<file path="config.mk">
export PLATFORM = sky130hd
export DESIGN_NAME = uart2axis_pkt_ctrl
export DESIGN_NICKNAME = d
export VERILOG_FILES = /design/src/rtl/uart2axis_pkt_ctrl.sv
export SDC_FILE = /design/constraint.sdc
export NUM_CORES = 1
export LEC_CHECK = 0
export BUFFER_PORTS_ARGS = -buffer_cell sky130_fd_sc_hd__buf_2
export CORE_ASPECT_RATIO = 1.1
export CORE_MARGIN = 1.5
export CORE_UTILIZATION = 30
export CTS_BUF_LIST = sky130_fd_sc_hd__clkbuf_4 sky130_fd_sc_hd__clkbuf_8
export DETAILED_ROUTE_END_ITERATION = 8
export GPL_TIMING_DRIVEN = 0
export SYNTH_ARGS = -nofsm -noshare
export SYNTH_HDL_FRONTEND = slang
export SYNTH_SLANG_ARGS = --single-unit
export TNS_END_PERCENT = 10
</file>
<file path="constraint.sdc">
create_clock -name pi_clk -period 4.4 [get_ports pi_clk]
set_input_delay 0.44 -clock pi_clk [delete_from_list [all_inputs] [get_ports pi_clk]]
set_output_delay 0.44 -clock pi_clk [all_outputs]
set_load 0.02 [all_outputs]
</file>
<file path="src/rtl/uart2axis_pkt_ctrl.sv">
// UART byte stream to AXI-Stream packet controller: 2-byte word-count header, MSB-first word packing, word FIFO.
// Optional inter-byte timeout enabled by defining UART_PKT_TIMEOUT_EN.
module uart2axis_pkt_ctrl #(
  parameter int unsigned OUT_DEPTH      = 4,
  parameter int unsigned TIMEOUT_CYCLES = 100000
) (
  input  logic        pi_clk,
  input  logic        pi_rst,
  input  logic [7:0]  pi_rx_data,
  input  logic        pi_rx_valid,
  output logic [31:0] po_tdata,
  output logic        po_tvalid,
  input  logic        pi_tready,
  output logic        po_tlast,
  output logic        po_busy,
  output logic        po_overflow,
  output logic        po_timeout
);

  localparam int unsigned AW = $clog2(OUT_DEPTH);

  typedef enum logic [1:0] {
    S_IDLE,
    S_LEN_HI,
    S_PAYLOAD
  } state_t;

  state_t      state;
  logic [7:0]  len_lo;
  logic [15:0] words_left;
  logic [1:0]  byte_idx;
  logic [23:0] shreg;

  logic [32:0]   mem [OUT_DEPTH];
  logic [AW-1:0] wr_ptr;
  logic [AW-1:0] rd_ptr;
  logic [AW:0]   count;

  logic        push;
  logic        pop;
  logic        full;
  logic        empty;
  logic        wr_en;
  logic [31:0] push_data;
  logic        push_last;
  logic        tmo_fire;

`ifdef UART_PKT_TIMEOUT_EN
  localparam int unsigned GW = $clog2(TIMEOUT_CYCLES + 1);

  logic [GW-1:0] gap_cnt;
  logic [31:0]   tmo_word;

  always_ff @(posedge pi_clk) begin
    if (pi_rst || pi_rx_valid || state == S_IDLE) begin
      gap_cnt <= '0;
    end else if (!tmo_fire) begin
      gap_cnt <= gap_cnt + 1'b1;
    end
  end

  // gap_cnt holds the silent edges already seen, so this edge is the TIMEOUT_CYCLES-th
  assign tmo_fire = (state != S_IDLE) && !pi_rx_valid &&
                    (gap_cnt == GW'(TIMEOUT_CYCLES - 1));

  always_comb begin
    tmo_word = '0;
    case (byte_idx)
      2'd1:    tmo_word = {shreg[7:0], 24'h0};
      2'd2:    tmo_word = {shreg[15:0], 16'h0};
      2'd3:    tmo_word = {shreg, 8'h0};
      default: tmo_word = '0;
    endcase
  end
`else
  assign tmo_fire = 1'b0;
`endif

  always_comb begin
    push      = 1'b0;
    push_data = {shreg, pi_rx_data};
    push_last = (words_left == 16'd1);
    if (state == S_PAYLOAD && pi_rx_valid && byte_idx == 2'd3) begin
      push = 1'b1;
    end
`ifdef UART_PKT_TIMEOUT_EN
    if (state == S_PAYLOAD && tmo_fire) begin
      push      = 1'b1;
      push_data = tmo_word;
      push_last = 1'b1;
    end
`endif
  end

  assign empty = (count == '0);
  assign full  = (count == (AW+1)'(OUT_DEPTH));
  assign pop   = !empty && pi_tready;
  assign wr_en = push && (!full || pop);

  always_ff @(posedge pi_clk) begin
    if (pi_rst) begin
      state      <= S_IDLE;
      len_lo     <= '0;
      words_left <= '0;
      byte_idx   <= '0;
      shreg      <= '0;
      po_timeout <= 1'b0;
    end else begin
      po_timeout <= tmo_fire;
      case (state)
        S_IDLE: begin
          if (pi_rx_valid) begin
            len_lo <= pi_rx_data;
            state  <= S_LEN_HI;
          end
        end
        S_LEN_HI: begin
          if (pi_rx_valid) begin
            if ({pi_rx_data, len_lo} == 16'd0) begin
              state <= S_IDLE;
            end else begin
              words_left <= {pi_rx_data, len_lo};
              byte_idx   <= '0;
              state      <= S_PAYLOAD;
            end
          end else if (tmo_fire) begin
            state <= S_IDLE;
          end
        end
        S_PAYLOAD: begin
          if (pi_rx_valid) begin
            shreg    <= {shreg[15:0], pi_rx_data};
            byte_idx <= byte_idx + 2'd1;
            if (byte_idx == 2'd3) begin
              words_left <= words_left - 16'd1;
              if (words_left == 16'd1) state <= S_IDLE;
            end
          end else if (tmo_fire) begin
            byte_idx <= '0;
            state    <= S_IDLE;
          end
        end
        default: state <= S_IDLE;
      endcase
    end
  end

  always_ff @(posedge pi_clk) begin
    if (pi_rst) begin
      wr_ptr      <= '0;
      rd_ptr      <= '0;
      count       <= '0;
      po_overflow <= 1'b0;
    end else begin
      if (wr_en) wr_ptr <= wr_ptr + 1'b1;
      if (pop)   rd_ptr <= rd_ptr + 1'b1;
      if (wr_en && !pop)      count <= count + 1'b1;
      else if (!wr_en && pop) count <= count - 1'b1;
      if (push && full && !pop) po_overflow <= 1'b1;
    end
  end

  always_ff @(posedge pi_clk) begin
    if (wr_en) mem[wr_ptr] <= {push_last, push_data};
  end

  // head is masked while empty so stale entries never show after reset
  assign po_tvalid = !empty;
  assign po_tdata  = empty ? '0 : mem[rd_ptr][31:0];
  assign po_tlast  = !empty && mem[rd_ptr][32];
  assign po_busy   = (state != S_IDLE);

endmodule

</file>
Yosys cells after proc, flatten, opt, wreduce, memory -nomap -nowiden
Memory sizes are Yosys's and may differ from the RTL's. A register that Yosys moved wholly into a read port is not among the register bits. Index checks and enable logic that the tools add are counted.

$add $sub $neg: 6. Equality and inequality tests: 11. Mux-type cells: 24. Reduce and logical (&&, ||, !) cells: 25.

Operators by type and width (number): 16-bit 2-to-1 mux (4); 32-bit 2-to-1 mux (1); 16-bit case mux with 2 select lines (1); 2-bit 2-to-1 mux (11); 16-bit by 1-bit equality test with 1-bit output (second input constant) (1); 16-bit logical NOT (1); 16-bit by 1-bit subtractor with 16-bit output (second input constant) (1); 2-bit inequality test (second input constant) (5); 5-bit AND reduction (2); 1-bit logical AND (9); 2-bit by 1-bit adder with 2-bit output (second input constant) (3); 3-bit 2-to-1 mux (2); 2-bit case mux with 3 select lines (1); 2-bit nonzero test (3); 2-bit equality test (second input constant) (2); 1-bit logical NOT (4); 2-bit case mux with 2 select lines (1); 2-bit AND reduction (2); 4-bit AND reduction (1); 3-bit by 1-bit adder with 3-bit output (second input constant) (1); 3-bit equality test (second input constant) (1); 3-bit logical NOT (1); 1-bit 2-to-1 mux (3); 3-bit by 1-bit subtractor with 3-bit output (second input constant) (1); 4 further kinds (4).

Register bits: 60. RAM bits: 132. Input bits: 12. Output and inout port bits: 37. Logic and storage cells: 76. Memories kept: 1.

Memory list: mem (depth 4, bits a word 33, read ports 1, clocked after memory_dff 1, write ports 1, line 34) `logic [32:0] mem [OUT_DEPTH];`.

Longest topological paths before layout
Gate-level depths: netlist of run 1.

Depth after elaboration: 9. Depth in mapped cells: 9. Mapped depth without buffers: 9.

Least setup slack after synthesis of run 1
OpenSTA, ideal clock, no wires.

Path kind: in2reg. Start: input port pi_rx_valid. End: register count[2]. Setup time: 70 ps. Arrival: 2442 ps. Data required time: 4330 ps. Path slack: 1887 ps. Stages: 9. Buffers on the path: 1. Cell sequence: clkbuf_1 -> nand2_1 -> nor3_1 -> ha_1 -> inv_1 -> fa_1 -> xor2_1 -> or3_1 -> a21oi_1.

Longest elaborated chain between the ends: 7. Elaborated cells between the ends (all ways): 9. Classes of those cells: mux: 2; reduce/logical: 7.

Ends and longest elaborated chain: start: declaration (line 10) `input logic pi_rx_valid,`; 1-bit logical AND * (2 in series) (line 83) `if (state == S_PAYLOAD && pi_rx_valid && byte_idx == 2'd3) begin`; 1-bit 2-to-1 mux * (line 83); 1-bit logical AND * (line 98) `assign wr_en = push && (!full || pop);`; named net wr_en (line 43) `logic wr_en;`; 1-bit logical NOT (line 158) `else if (!wr_en && pop) count <= count - 1'b1;`; 1-bit logical AND (line 158); 2-bit nonzero test (no line); end signal: assignment (line 157) `if (wr_en && !pop) count <= count + 1'b1;`; end signal: assignment (line 158); end: declaration (line 37) `logic [AW:0] count;`.

The timed path passes the listed nets; every way through them passes the cells marked *. A chain may end at the register's enable or synchronous reset.

==> results of run 1 <==
[state kept, by name, summed over array words and instances (netlist names), named ones only]
name / flops
mem: 132
wr_ptr: 2
len_lo: 8
byte_idx: 2
shreg: 24
state: 2
count: 3
rd_ptr: 2
po_overflow: 1
words_left: 16
[final cells by class]
| cell class | count | area, um^2 |
|---|---|---|
| Inverter | 8 | 30.0 |
| Tap cell | 346 | 433 |
| Sequential cell | 194 | 5200 |
| Clock buffer | 17 | 234 |
| Fill cell | 2469 | 16400 |
| Timing Repair Buffer | 49 | 313 |
| Clock inverter | 15 | 189 |
| Multi-Input combinational cell | 329 | 2440 |
| Buffer | 35 | 141 |
[where the power goes]
group / leakage [nW] / switching (mW) / internal, mW
Combinational: 1.07 / 0.714 / 0.433
Sequential: 1.68 / 0.0321 / 1.96
Clock: 0.202 / 0.688 / 0.485
Total: 2.95 / 1.43 / 2.88
[per-stage QoR]
step	hold slack, ns	setup slack, ns
global route	0.281	1.28
CTS	0.272	1.37
detailed placement	0.464	1.54
floorplan	0.435	1.89
finish	0.299	1.49
global placement	0.455	0.951
[routing by layer]
metal / vias up / global-route usage, % / part of all wire (%)
met5: - / 0 / 0
met4: 0 / 3.44 / 0.46
met3: 7 / 2.81 / 4.1
met2: 73 / 21.9 / 50
met1: 2263 / 16.4 / 45
li1: 2216 / - / -
[worst max-delay path by stage]
stage,from,to,slack [ns],depth (start not counted)
4_1_cts,flip-flop,po_tdata[11],1.37,5
3_5_place_dp,pi_rx_valid,count[2],1.54,9
5_1_grt,flip-flop,po_tdata[11],1.28,5
3_3_place_gp,pi_rx_valid,mem[1][16],0.95,4
2_1_floorplan,pi_rx_valid,count[2],1.89,9
6_report,flip-flop,po_tdata[7],1.49,5
[kinds of logic (layout without fill, tap and decap cells)]
family	after synthesis	in the layout	synth area share (%)
AOI/OAI and AO/OA	83	83	5.99
xor gates and xnor gates	7	7	0.785
adders and majority gates	9	9	1.54
buffers and inverters	43	124	2.20
DFF	194	194	66.7
muxes	43	43	10.8
other	1	1	0.0480
and+or+nand+nor	186	186	12.0
[cell usage after synthesis (2+ instances only)]
cell	number
a21oi_1	56
nand3_1	8
xor2_1	5
and3_1	2
xnor2_1	2
buf_2	5
o32ai_1	2
nand2b_1	5
nand2_1	63
edfxtp_1	132
or4_1	2
mux4_2	33
inv_1	8
a21o_1	6
o21ai_0	12
or2_2	3
nor3_1	8
ha_1	8
dfxtp_1	62
clkbuf_1	28
nor2_1	33
nor4_1	6
and2_1	40
nor2_2	2
or3_1	3
a211o_1	2
mux2i_1	10
nand4_1	2
==> reports/results.txt, run 1 <==
Core area - 25400 um^2
Distinct cells, synth - 46
Hpwl dp - 10900 um
Final Non-Filler Cells - 993
WHS Path Cells - 1
Worst min path class - in -> reg
Starting density of the core - 30.7%
Setup violators final - 0
CTS Buffer Depth - 2
Setup bufs post-CTS - 0
Crit path max-delay family - buffers and inverters
CTS resizes - 0
Tcrit/Tclk final - 66.2%
Maxcap violations - 0
Yosys reg bits - 194
CP max stage cell - mux4_2
Cell area after layout - 8980 um^2
CP Class - reg -> out
WP data arrival - 2.47 ns
Fin nets - 655
Post-Route WL - 16400 um
Dpl cell area - 8560 um^2
Mapped cell area - 7810 um^2
Synth async-reset ratio - 0%
Htree depth - 4
CTS Root Cell - clkbuf_8
Sequential-to-total area share from yosys stat - 66.7%
Worst vdd ir - 0.225 mV
Antenna cells - 0
Synthesized Nets - 587
Initial antenna violation count - 0
Hold_sp - pi_rx_data[3]
CP startpoint kind - flip-flop
Syn_area_per_cell - 13.8 um^2
Antenna-violating nets left - 0
Leakage Power - 2.95 nW
Worst R2R End - count[2]
Worst EP required - 3.96 ns
Worst Reg2Reg Path Length in Cells - 8
Vias in the first global route - 4547
Total global-route track usage - 12.8%
Hold Path End - mem[2][3]
Min cycle time layout - 2.91 ns
Slew headroom - 47.4%
Post-synthesis cell count - 566
Clock sinks - 194
# DRC - 0
Vias per inst - 4.59
Final setup TNS - 0 ns
Most frequent cells in the layout - 132 x edfxtp_1, 63 x nand2_1, 62 x dfxtp_1
Synth top area share - 50.8%
Routed WL per cell - 16.5 um
DP Cell Count - 961
GRT overflow - 0
Setup crit end kind - output port
Layout area overhead - 15.0%
Global-route wire length before repair - 25700 um
Pre-antenna DRT Iters - 5
Total CTS buffers - 17
CP most frequent cell - buf_2
IO Count - 49
Number of buffers added on ports - 45
RSZ-0062 raised after global routing - false
Latest clock arrival within the worst-skew pair - 0.47 ns
Chip height - 172 um
Final Max Slew Viols - 0
Reg2Reg Setup Slack - 1.64 ns
Share of the core filled with cells - 35.3%
Critical path peak fanout - 10
Final Hold Viols - 0
WP buf/inv - 3
Fmax achieved - 343 MHz
Maximum number of pins on one net before global-route repair - 33
P per Cell Area - 481 nW/um^2
Critical R2R Launch - state[0]
GP Congestion - 0.780
Power Total - 4.32 mW
Via count - 4559
Synth area leaders - edfxtp_1 51%, dfxtp_1 16%, mux4_2 9.5%
First DRT Iteration DRCs - 315
Critical-path cell list - clkbuf_1 -> buf_2 -> mux4_2 -> and2_1 -> buf_2
Number of synthesized flops with an enable pin - 132
Status - finished, final reports clean
Synth area leader - edfxtp_1
Top_reg_cell synth - edfxtp_1
Die footprint - 27000 um^2
Clock Pin Slew Worst Setup and Hold Paths - 0.10 ns
Measured slew at the worst slew-check pin - 0.784 ns
Synth Warn # - 0
Most common cell after layout, fill and taps aside - edfxtp_1
Final Skew - 0.0182 ns
CTS tree - built
Row cnt - 61
Die width - 157 um
CP max stage delay - 0.54 ns
Layout cells sized above 1 - 20.7%
CTS Hold Buffers Added - 0
Note: power is estimated with default switching activity, not from simulation.
==> inputs of run 2 (changes only) <==
--- a/config.mk
+++ b/config.mk
@@ -5,6 +5,7 @@
 export SDC_FILE = /design/constraint.sdc
 export NUM_CORES = 1
 export LEC_CHECK = 0
+export ABC_AREA = 1
 export BUFFER_PORTS_ARGS = -buffer_cell sky130_fd_sc_hd__buf_2
 export CORE_ASPECT_RATIO = 1.1
 export CORE_MARGIN = 1.5
==> constraint.sdc (replaced) <==
create_clock -name pi_clk -period 2.7 [get_ports pi_clk]
set_input_delay 0.27 -clock pi_clk [delete_from_list [all_inputs] [get_ports pi_clk]]
set_output_delay 0.27 -clock pi_clk [all_outputs]
set_load 0.02 [all_outputs]
==> run 2 against run 1 <==
Net effect: die area grew 4.2%; via count is 32% higher; largest cell class unchanged; combinational power increased by 100%; largest power group unchanged; design area grew 4.2%; cell count is 31% higher; core utilization shrank 0.43 points; sequential power up 69%; wire length rose by 22%; sequential cell count stayed put; hold slack worse by 0.22 ns; non-clock buffer count up 5; first-iteration DRC count increased by 53%.
==> reports/results.txt, run 2 <==
Status - finished, final reports clean
Yosys reg bits - 194 (unchanged)
Number of flip-flops in the largest register - 132 (unchanged)
CTS Buffer Depth - 2 (unchanged)
Antenna-violating nets left - 0 (unchanged)
Antenna cells - 0 (unchanged)
Setup ws final - 0.184 ns (-1.30 ns)
Setup bufs post-CTS - 0 (unchanged)
Multi-input gate area - 2650 um^2 (+8.9%)
Post-Route WL - 20000 um (+22%)
P per Cell Area - 806 nW/um^2 (+68%)
CTS tree - built
Largest Register - mem
Fmax achieved - 397 MHz
Worst Reg2Reg Path Length in Cells - 13 (+5)
Worst vdd ir - 0.369 mV (+64%)
Worst EP required - 2.43 ns (-1.53 ns)
Via count - 6024 (+32%)
Routed WL per cell - 15.4 um (-6.6%)
Critical R2R Launch - state[1]
Synth async-reset ratio - 0% (unchanged)
IO Count - 49 (unchanged)
CP startpoint kind - flip-flop
Cell area after layout - 9360 um^2 (+4.2%)
Largest regs - mem (132), shreg (24), words_left (16)
Number of synthesized flops with an enable pin - 132 (unchanged)
Post-synthesis cell count - 860 (+52%)
Final Skew - 0.0143 ns (-0.00392 ns)
Clock sinks - 194 (unchanged)
Critical path peak fanout - 12 (+2)
Htree depth - 4 (unchanged)
Layout area overhead - 14.9%
Tcrit/Tclk final - 93.2%
CTS Root Cell - clkbuf_8
Internal Pwr Total - 4.63 mW (+61%)
Core area - 26800 um^2 (+5.4%)
GRT overflow - 0 (unchanged)
Setup violators final - 0 (unchanged)
Layout cells sized above 1 - 13.3% (-7.4 points)
Hpwl dp - 13400 um (+23%)
Synth area leader - edfxtp_1
WP data arrival - 2.25 ns (-0.22 ns)
Global-route wire length before repair - 31900 um (+24%)
Total global-route track usage - 14.7% (+1.9 points)
Maxcap violations - 0 (unchanged)
# fillers - 2757 (+12%)
Post-Place Worst Slack - 0.0335 ns (-1.50 ns)
Total CTS buffers - 17 (unchanged)
Vias per inst - 4.64 (+1.1%)
Final Hold Viols - 0 (unchanged)
First DRT Iteration DRCs - 483 (+53%)
Comb power frac - 31.2% (+4.6 points)
Syn_area_per_cell - 9.47 um^2 (-31%)
Fin nets - 949 (+45%)
Top_reg_cell synth - edfxtp_1
Reg area - 5210 um^2 (about the same)
Starting density of the core - 30.4% (-0.33 points)
CTS Hold Buffers Added - 0 (unchanged)
RSZ-0062 raised after global routing - false
Hold WS - 0.0763 ns (-0.223 ns)
Worst min path class - in -> reg
Slew headroom - 55.2% (+7.9 points)
Power Total - 7.54 mW (+75%)
Setup crit end kind - output port
Number of buffers added on ports - 47 (+4.4%)
Sequential-to-total area share from yosys stat - 63.9% (-2.8 points)
Pre-antenna DRT Iters - 4 (-1)
Latest clock arrival within the worst-skew pair - 0.47 ns (about the same)
Die width - 160 um (+2.1%)
# DRC - 0 (unchanged)
Sw Ratio - 38.6% (+5.3 points)
Distinct cells, synth - 30 (-35%)
Top-count cell post-synth - nor2_1
Chip height - 176 um (+2.1%)
Synth top cells by count - 214 x nor2_1, 134 x nand2_1, 132 x edfxtp_1
Leakage Power - 3.48 nW (+18%)
Mapped cell area - 8140 um^2 (+4.3%)
Initial antenna violation count - 0 (unchanged)
Dpl cell area - 8950 um^2 (+4.6%)
Synth area leaders - edfxtp_1 49%, dfxtp_1 15%, nor2_1 9.9%
GP Congestion - 0.850 (+9.0%)
Synthesized Nets - 881 (+50%)
Maximum number of pins on one net before global-route repair - 24 (-27%)
Synth top area share - 48.7% (-2.1 points)
Clock network power share - 24.2% (-3.0 points)
Final Max Slew Viols - 0 (unchanged)
CP Class - reg -> out
Most frequent cells in the layout - 209 x nor2_1, 133 x nand2_1, 132 x edfxtp_1
Measured slew at the worst slew-check pin - 0.666 ns (-0.118 ns)
Die footprint - 28100 um^2 (+4.2%)
Reg2Reg Setup Slack - 0.28 ns (-1.36 ns)
Clock Pin Slew Worst Setup and Hold Paths - 0.10 ns (about the same)
Vias in the first global route - 5946 (+31%)
Switch Pwr - 2.91 mW (+100%)
Worst R2R End - count[2]
Most common cell after layout, fill and taps aside - nor2_1
Row cnt - 63 (+3.3%)
CP Capture Point - po_tdata[7]
Synth Warn # - 0 (unchanged)
Min cycle time layout - 2.52 ns
Sequential share of power - 44.6% (-1.7 points)
[run 2: cell count changes in the layout (fill, tap and decap cells not counted), moves of 7 or more]
cell | before | now
nand3_1 | 8 | 30
o21ai_0 | 12 | 86
and2_1 | 36 | 0
nor3_1 | 8 | 1
buf_2 | 50 | 57
nor2_1 | 33 | 209
inv_1 | 8 | 36
mux2i_1 | 10 | 0
nand2_1 | 63 | 133
a21oi_1 | 56 | 83
mux4_2 | 33 | 0
clkbuf_1 | 28 | 19
[run 2: timing repair]
action / 4_1_cts / 5_1_grt
endpoints found under the setup margin: 17 / 56
gates resized for setup: 4 / 7
endpoints found under the hold margin: 0 / 0
cloned: 0 / 0
[run 2: worst min-delay path by stage]
stage,start,end,slack (ns),cells past startpoint
2_1_floorplan,pi_rst,shreg[2],0.34,1
3_3_place_gp,po_overflow,po_overflow,0.45,2
3_5_place_dp,po_overflow,po_overflow,0.46,2
4_1_cts,pi_rst,shreg[2],0.04,2
5_1_grt,pi_rst,shreg[2],0.04,2
6_report,pi_rst,shreg[2],0.08,2
[run 2: power groups by stage]
stage                     Sequential, mW  Combinational [mW]  Clock [mW]
after floorplan                     3.39                1.57           0
after global placement              3.42                2.36           0
after detailed placement            3.42                2.39           0
after CTS                           3.36                2.40        1.86
after global routing                3.38                2.65        1.99
final                               3.37                2.35        1.82
[run 2: critical path: stages (launching register included)]
cell	delay [ns]
dfxtp_1	0.37
inv_2	0.22
clkbuf_1	0.46
o21ai_0	0.18
a21oi_1	0.32
buf_2	0.23
[run 2: per-layer routing]
layer	share of wire [%]	track usage, %	vias up
li1	-	-	3026
met1	45	18.5	2846
met2	49	25.8	140
met3	5.1	3.47	12
met4	0.95	2.92	0
met5	0	0	-
[run 2: area by class of cell]
type / instances / area share (%)
well taps: 357 / 4.77
multi-input cells: 583 / 28.4
plain buffers: 38 / 1.79
flip-flops and latches: 194 / 55.7
clock buffers: 18 / 2.65
repair buffers: 51 / 3.53
inverters: 43 / 1.75
clock inverters: 14 / 1.48
[run 2: logic make-up after synthesis]
| family | count (synthesis) | synth area share (%) |
|---|---|---|
| simple gates | 395 | 19.4 |
| flops | 194 | 63.9 |
| compound gates | 178 | 11.1 |
| buf+inv | 83 | 4.07 |
| fa+ha+maj | 9 | 1.47 |
| other cells | 1 | 0.0460 |
[run 2: through the flow]
| step | cells | setup TNS, ns | utilization, % |
|---|---|---|---|
| floorplan | 860 | -20.52 | - |
| global placement | 1264 | -206.85 | 32.9 |
| detailed placement | 1268 | 0 | 33.4 |
| CTS | 1299 | 0 | 34.9 |
| global route | 1298 | 0 | 34.9 |
| finish | 1298 | 0 | 34.9 |
